`src/rtl/neuron_pkg.sv`:
```
// ---------------------------------------------------------------------------
// neuron_pkg
// Shared definitions for the neuron MAC sequencer:
//   - state_e        : sequencer FSM states
//   - DEF_* params   : default datapath widths and Q-format fraction bits
//   - sat_add        : signed add that clamps to a given width instead of
//                      wrapping (operands carried sign-extended in 64 bits)
// ---------------------------------------------------------------------------
package neuron_pkg;

  localparam int DEF_DATA_WIDTH = 16;
  localparam int DEF_ACC_WIDTH  = 32;
  localparam int DEF_FRAC_BITS  = 8;
  localparam int DEF_CNT_WIDTH  = 10;

  typedef enum logic [1:0] {
    IDLE     = 2'd0,
    ACCUM    = 2'd1,
    SATURATE = 2'd2,
    OUTPUT   = 2'd3
  } state_e;

  // Both operands must already be sign-extended to 64 bits and be
  // representable in 'width' bits. The sum is formed one bit wider so
  // it can never overflow, then clamped to the signed range of 'width'.
  function automatic logic signed [63:0] sat_add(
    input logic signed [63:0] a,
    input logic signed [63:0] b,
    input int                 width
  );
    logic signed [64:0] sum;
    logic signed [64:0] maxVal;
    logic signed [64:0] minVal;
    sum    = 65'(a) + 65'(b);
    maxVal = (65'sd1 <<< (width - 1)) - 65'sd1;
    minVal = -(65'sd1 <<< (width - 1));
    if (sum > maxVal) begin
      sat_add = 64'(maxVal);
    end else if (sum < minVal) begin
      sat_add = 64'(minVal);
    end else begin
      sat_add = 64'(sum);
    end
  endfunction

endpackage

```
`src/rtl/overflow_underflow_rectifier.sv`:
```
// ---------------------------------------------------------------------------
// overflow_underflow_rectifier
// Narrows a signed value from UNRECTIFIED_DATA_WIDTH to RECTIFIED_DATA_WIDTH,
// saturating to the positive or negative rail when it does not fit.
// Purely combinational.
//
// Ports:
//   data_i  signed [UNRECTIFIED_DATA_WIDTH-1:0]  wide value
//   data_o  signed [RECTIFIED_DATA_WIDTH-1:0]    saturated narrow value
// ---------------------------------------------------------------------------
module overflow_underflow_rectifier #(
  parameter int UNRECTIFIED_DATA_WIDTH = 32,
  parameter int RECTIFIED_DATA_WIDTH   = 16
) (
  input  logic signed [UNRECTIFIED_DATA_WIDTH-1:0] data_i,
  output logic signed [RECTIFIED_DATA_WIDTH-1:0]   data_o
);

  localparam int U = UNRECTIFIED_DATA_WIDTH;
  localparam int R = RECTIFIED_DATA_WIDTH;

  logic [U-R:0] upperBits;
  logic         fits;

  // The value fits exactly when every bit from the narrow sign bit upward
  // is a copy of the same sign.
  always_comb begin
    upperBits = data_i[U-1:R-1];
    fits      = (&upperBits) | (~|upperBits);
    if (fits) begin
      data_o = data_i[R-1:0];
    end else if (data_i[U-1]) begin
      data_o = {1'b1, {(R-1){1'b0}}};
    end else begin
      data_o = {1'b0, {(R-1){1'b1}}};
    end
  end

endmodule

```
`src/rtl/neuron_mac_sequencer.sv`:
```
// ---------------------------------------------------------------------------
// neuron_mac_sequencer
// Evaluates one neuron: loads a bias, multiply-accumulates a stream of
// Q-format input/weight pairs into a saturating ACC_WIDTH accumulator, then
// narrows the sum to DATA_WIDTH and presents it on a valid/ready output.
//
// Build option:
//   NEURON_RELU_EN  when defined, negative narrowed results are forced to 0
//                   before being registered (same latency either way).
//
// Ports:
//   clk_in             clock, rising edge
//   rst_in             asynchronous active-high reset
//   start_in           begin a neuron (sampled only in IDLE)
//   num_inputs_in      operand pairs to consume (latched on start)
//   bias_in            signed bias (latched on start)
//   x_in, w_in         signed operand pair
//   operand_valid_in   operand pair valid
//   operand_ready_out  sequencer accepts the operand pair
//   result_out         saturated neuron result
//   result_valid_out   result_out valid
//   result_ready_in    downstream accepts the result
//   busy_out           high whenever not IDLE
// ---------------------------------------------------------------------------
module neuron_mac_sequencer
  import neuron_pkg::*;
#(
  parameter int DATA_WIDTH = DEF_DATA_WIDTH,
  parameter int ACC_WIDTH  = DEF_ACC_WIDTH,
  parameter int FRAC_BITS  = DEF_FRAC_BITS,
  parameter int CNT_WIDTH  = DEF_CNT_WIDTH
) (
  input  logic                         clk_in,
  input  logic                         rst_in,
  input  logic                         start_in,
  input  logic        [CNT_WIDTH-1:0]  num_inputs_in,
  input  logic signed [DATA_WIDTH-1:0] bias_in,
  input  logic signed [DATA_WIDTH-1:0] x_in,
  input  logic signed [DATA_WIDTH-1:0] w_in,
  input  logic                         operand_valid_in,
  output logic                         operand_ready_out,
  output logic signed [DATA_WIDTH-1:0] result_out,
  output logic                         result_valid_out,
  input  logic                         result_ready_in,
  output logic                         busy_out
);

  state_e                        state_q;
  logic signed [ACC_WIDTH-1:0]   accum_q;
  logic        [CNT_WIDTH-1:0]   remaining_q;
  logic signed [DATA_WIDTH-1:0]  result_q;
  logic                          resultValid_q;
  logic                          operandReady_q;
  logic                          busy_q;

  logic signed [2*DATA_WIDTH-1:0] product;
  logic signed [2*DATA_WIDTH-1:0] productShifted;
  logic signed [ACC_WIDTH-1:0]    accum_d;
  logic signed [DATA_WIDTH-1:0]   rectified;
  logic signed [DATA_WIDTH-1:0]   result_d;

  // Full-precision product, realigned to the Q format, then added onto the
  // accumulator with clamping at ACC_WIDTH rather than wrap-around.
  always_comb begin
    product        = x_in * w_in;
    productShifted = product >>> FRAC_BITS;
    accum_d        = ACC_WIDTH'(sat_add(64'(accum_q), 64'(productShifted), ACC_WIDTH));
  end

  overflow_underflow_rectifier #(
    .UNRECTIFIED_DATA_WIDTH (ACC_WIDTH),
    .RECTIFIED_DATA_WIDTH   (DATA_WIDTH)
  ) u_rectifier (
    .data_i (accum_q),
    .data_o (rectified)
  );

  // Optional ReLU applied after narrowing.
  always_comb begin
`ifdef NEURON_RELU_EN
    result_d = rectified[DATA_WIDTH-1] ? '0 : rectified;
`else
    result_d = rectified;
`endif
  end

  // Sequencer FSM; all handshake outputs are registered alongside state.
  always_ff @(posedge clk_in or posedge rst_in) begin
    if (rst_in) begin
      state_q        <= IDLE;
      accum_q        <= '0;
      remaining_q    <= '0;
      result_q       <= '0;
      resultValid_q  <= 1'b0;
      operandReady_q <= 1'b0;
      busy_q         <= 1'b0;
    end else begin
      case (state_q)
        IDLE: begin
          if (start_in) begin
            accum_q     <= ACC_WIDTH'(bias_in);
            remaining_q <= num_inputs_in;
            busy_q      <= 1'b1;
            if (num_inputs_in == '0) begin
              state_q <= SATURATE;
            end else begin
              state_q        <= ACCUM;
              operandReady_q <= 1'b1;
            end
          end
        end
        ACCUM: begin
          if (operand_valid_in && operandReady_q) begin
            accum_q     <= accum_d;
            remaining_q <= remaining_q - CNT_WIDTH'(1);
            if (remaining_q == CNT_WIDTH'(1)) begin
              state_q        <= SATURATE;
              operandReady_q <= 1'b0;
            end
          end
        end
        SATURATE: begin
          result_q      <= result_d;
          resultValid_q <= 1'b1;
          state_q       <= OUTPUT;
        end
        OUTPUT: begin
          if (result_ready_in) begin
            resultValid_q <= 1'b0;
            busy_q        <= 1'b0;
            state_q       <= IDLE;
          end
        end
        default: begin
          state_q        <= IDLE;
          operandReady_q <= 1'b0;
          resultValid_q  <= 1'b0;
          busy_q         <= 1'b0;
        end
      endcase
    end
  end

  assign operand_ready_out = operandReady_q;
  assign result_out        = result_q;
  assign result_valid_out  = resultValid_q;
  assign busy_out          = busy_q;

endmodule

```
`config.mk`:
```
export PLATFORM = sky130hd
export DESIGN_NAME = neuron_mac_sequencer
export DESIGN_NICKNAME = d
export VERILOG_FILES = /design/src/rtl/neuron_pkg.sv /design/src/rtl/overflow_underflow_rectifier.sv /design/src/rtl/neuron_mac_sequencer.sv
export SDC_FILE = /design/constraint.sdc
export NUM_CORES = 1
export LEC_CHECK = 0
export BUFFER_PORTS_ARGS = -buffer_cell sky130_fd_sc_hd__buf_2
export CORE_MARGIN = 4
export CORE_UTILIZATION = 58
export CTS_BUF_LIST = sky130_fd_sc_hd__clkbuf_16
export CTS_CLUSTER_DIAMETER = 60
export DETAILED_ROUTE_END_ITERATION = 16
export GPL_TIMING_DRIVEN = 0
export PLACE_DENSITY_LB_ADDON = 0.15
export SLEW_MARGIN = 40
export SYNTH_ARGS = -nofsm -noshare
export SYNTH_HDL_FRONTEND = slang
export SYNTH_SLANG_ARGS = --single-unit
```
`constraint.sdc`:
```
create_clock -name clk_in -period 2.8 [get_ports clk_in]
set_input_delay 0.14 -clock clk_in [delete_from_list [all_inputs] [get_ports clk_in]]
set_output_delay 0.14 -clock clk_in [all_outputs]
set_load 0.005 [all_outputs]
```
==> summary.md <==
| Metric | Value |
|---|---|
| CP arrival | `8.17 ns` |
| # setup viols final | `32` |
| Starting DRT DRC Count | `889` |
| Final RePlAce weighted congestion | `0.924` |
| RSZ-0062 raised after global routing | `true` |
| Post-route setup slack | `-5.11 ns` |
| Nets | `2,246` |
| Setup crit start | `x_in[5]` |
| Hold depth | `3` |
| P&R area growth vs syn | `20.2%` |
| Die footprint | `0.0274 mm^2` |
| I/O Buffers | `81` |
| WL final | `39.1 mm` |
| Clock Sinks | `63` |
| Main combinational cell family by area after synthesis | `adder cells` |
| Vias in the first global route | `12,600` |
| Hold Path End | `remaining_q[8]` |
| Fmax | `126 MHz` |
| Ys async rst share | `1.00` |
| Synthesized Nets | `2,075` |
| Sequential-to-total area share from yosys stat | `0.109` |
| Die Y-Extent | `166 um` |
| GRT overflow | `0` |
| Post-route DRC | `0` |
| CP required | `3.06 ns` |
| Vias post-DR | `12,100` |
| Crit start category | `input port` |
| Core footprint | `0.0244 mm^2` |
| CTS tree | `done` |
| Met1 Use GR | `0.399` |
| Initial core utilization | `0.591` |
| Detail Placement HPWL | `29.8 mm` |
| Met3 usage | `0.0439` |
| Synthesized cell area | `0.0144 mm^2` |
| FF-to-FF Start | `accum_q[0]` |
| Clk root buf | `clkbuf_16` |
| Cell Count, Final, Fillers Out | `2,129` |
| Synth top area share | `0.364` |
| Longest Clk Path Bufs | `2` |
| Die width | `166 um` |
| Yosys warnings | `0` |
| Crit Reg-Reg Endpoint | `accum_q[12]` |
| Total clock buffers created by CTS | `9` |
| Hold Vio Cnt, Final | `0` |
| Synth unique cells | `65` |
| Buf/Inv on CP | `8` |
| Top Ports | `82` |
| Area leader, netlist | `fa_1` |
| Grt peak-use layer | `met2` |
| EDFF count, synth | `0` |
| Failing checks | `negative setup slack` |
| Final Util | `0.710` |
| Compound-Gate Fraction of Synth Area | `0.115` |
| Crit-path leading delay family | `adder cells` |
| Setup crit end kind | `flop` |
| Synth Area in Adders | `0.470` |
| Final critical-path share of the clock period | `2.83` |
| Global-route wire length before repair | `62.9 mm` |
| Largest net degree at the start of global routing | `35` |
| Setup CP Type | `input port to flop` |
| DRT Pass-1 Iters | `7` |
| Crit-path most repeated cell | `fa_1` |
| Slew margin rel. | `0.577` |
| Post-Synth Simple-Gate Area | `0.169` |
| Inserted Diodes | `0` |
| Antenna viol nets, final | `0` |
| Clk slew on worst S/H paths | `0.06 ns` |
| Grt met2 use | `0.491` |
| Number of cells on the worst reg-to-reg path | `13` |
| Max-slew violation count | `0` |
| Hold/Removal Path Class | `input port to flop` |
| Worst Min Path Start | `num_inputs_in[8]` |
| H-tree Lvls | `3` |
| Post-Place Cells | `2,035` |
| Largest cells by area after synthesis | `fa_1 (36%), dfrtp_1 (11%), ha_1 (11%)` |
| Layout cells sized above 1 | `0.187` |
| Worst slew pin tran | `0.631 ns` |
| #FFs+latches synth | `63` |
| Max-cap violations | `0` |
| Vias per cell | `5.67` |
| CP peak stage delay | `0.61 ns` |
| Total track usage | `0.294` |
| Rows | `57` |
| Crit-path slowest cell | `fa_2` |
| Setup TNS Final | `-160.76 ns` |
| Status | `complete, but fails checks` |
| Synth Area in XOR/XNOR | `0.0376` |
| WL per Instance | `18.4 um` |
| Initial antenna violation count | `1` |
| Worst Clk Skew | `0.00616 ns` |
| Worst-Skew Late Latency | `0.34 ns` |
| Post-synthesis mux area share | `0.00217` |
| CP max FO | `6` |
| Syn Area/Cell | `8.84 um^2` |
| FF-to-FF setup slack | `-0.50 ns` |
| Post-synthesis cell count | `1,629` |
| Crit path time final | `7.91 ns` |
| Synth Flop Type | `dfrtp_1` |
## cells by family after synthesis
group / count (synthesis)
simple gates: 496
fa+ha+maj: 384
buf+inv: 364
compound gates: 258
flops: 63
xor+xnor: 61
mux: 3
## per-stage QoR
step / worst slack (ns) / cell area, um^2 / hold slack (ns)
after CTS: -4.92 / 17100 / 0.0836
after global routing: -5.31 / 17300 / 0.123
after detailed placement: -6.00 / 15400 / 0.183
after floorplan: -4.67 / 14600 / 0.321
after global placement: -5.96 / 15400 / 0.436
final: -5.11 / 17300 / 0.0937
## cells in the mapped netlist (5+ instances only)
| cell type | number |
|---|---|
| a211oi_1 | 6 |
| a21o_1 | 22 |
| a21oi_1 | 85 |
| a21oi_2 | 15 |
| a31oi_1 | 10 |
| and2_1 | 124 |
| and3_1 | 6 |
| and4_1 | 5 |
| clkbuf_1 | 49 |
| dfrtp_1 | 63 |
| fa_1 | 262 |
| ha_1 | 121 |
| inv_1 | 305 |
| nand2_1 | 183 |
| nand2b_1 | 13 |
| nand3_1 | 31 |
| nand4_1 | 15 |
| nor2_1 | 77 |
| nor2b_1 | 10 |
| nor3_1 | 9 |
| nor4_1 | 9 |
| o21ai_0 | 53 |
| o21ai_1 | 11 |
| o21bai_1 | 7 |
| o22ai_1 | 9 |
| xnor2_1 | 42 |
| xor2_1 | 18 |
## sequential cells by signal (all words and copies together) (netlist names)
signal and flops:
result_valid_out 1, accum_q 32, remaining_q 10, busy_out 1, state_q 2, operand_ready_out 1, result_out 16
## worst register-to-register path, stage by stage (launching register included)
cell and delay, ns:
dfrtp_1 0.37, ha_1 0.18, inv_1 0.06, fa_1 0.38
nand2b_1 0.20, a21oi_1 0.29, o211ai_1 0.26, nor2b_4 0.21
a211o_1 0.33, o31a_1 0.35, o311ai_4 0.17, buf_4 0.22
a21oi_1 0.05, o21ai_1 0.15
## layer usage
layer	part of all wire	up-vias
met2	0.49	447
li1	-	5483
met4	0.033	0
met5	0	-
met1	0.41	6041
met3	0.068	104
## worst max-delay path by stage
| stage | to | slack, ns | cells after the start |
|---|---|---|---|
| after global routing | accum_q[14] | -5.31 | 34 |
| after global placement | accum_q[3] | -5.96 | 33 |
| after floorplan | accum_q[20] | -4.67 | 32 |
| after detailed placement | accum_q[3] | -6.00 | 33 |
| final | accum_q[12] | -5.11 | 34 |
| after CTS | accum_q[12] | -4.92 | 36 |
## cell usage in the layout (no fill, tap or decap), types with 7 or more instances in the layout
cell type | Yosys | layout
inv_1 | 305 | 297
fa_1 | 262 | 252
nand2_1 | 183 | 176
and2_1 | 124 | 116
ha_1 | 121 | 103
buf_4 | 2 | 84
a21oi_1 | 85 | 75
nor2_1 | 77 | 75
dfrtp_1 | 63 | 63
buf_2 | 4 | 59
o21ai_0 | 53 | 43
xnor2_1 | 42 | 40
nand3_1 | 31 | 26
a21oi_2 | 15 | 24
a21o_1 | 22 | 22
o21ai_1 | 11 | 20
clkbuf_16 | 0 | 20
xor2_1 | 18 | 18
clkbuf_1 | 49 | 17
nand4_1 | 15 | 15
buf_6 | 2 | 15
clkbuf_8 | 0 | 15
ha_4 | 0 | 15
nand2b_1 | 13 | 12
fa_2 | 0 | 10
nor2b_1 | 10 | 9
nor3_1 | 9 | 9
nor4_1 | 9 | 9
o22ai_1 | 9 | 9
a31oi_1 | 10 | 8
o21bai_1 | 7 | 7
inv_2 | 0 | 7
and2_4 | 0 | 7
buf_12 | 0 | 7
## final cells by class
type	instances	area, um^2
Clock buffer	9	225
Timing Repair Buffer	161	1230
Clock inverter	7	56.3
Fill cell	1897	7080
Multi-Input combinational cell	1203	12000
Inverter	305	1150
Tap cell	324	405
Buffer	57	676
Sequential cell	63	1580
## what timing repair did
| action | in CTS | in global routing |
|---|---|---|
| setup buffers | 62 | 13 |
| cloned | 3 | 1 |
| endpoints found under the hold margin | 29 | 0 |
| endpoints found under the setup margin | 32 | 32 |
| gates resized for setup | 195 | 37 |
| hold buffers | 1 | 0 |
| pin swaps | 51 | 37 |
Power is not shown: default switching activity piles up to over one toggle a cycle in this logic, so the estimate is an artifact.
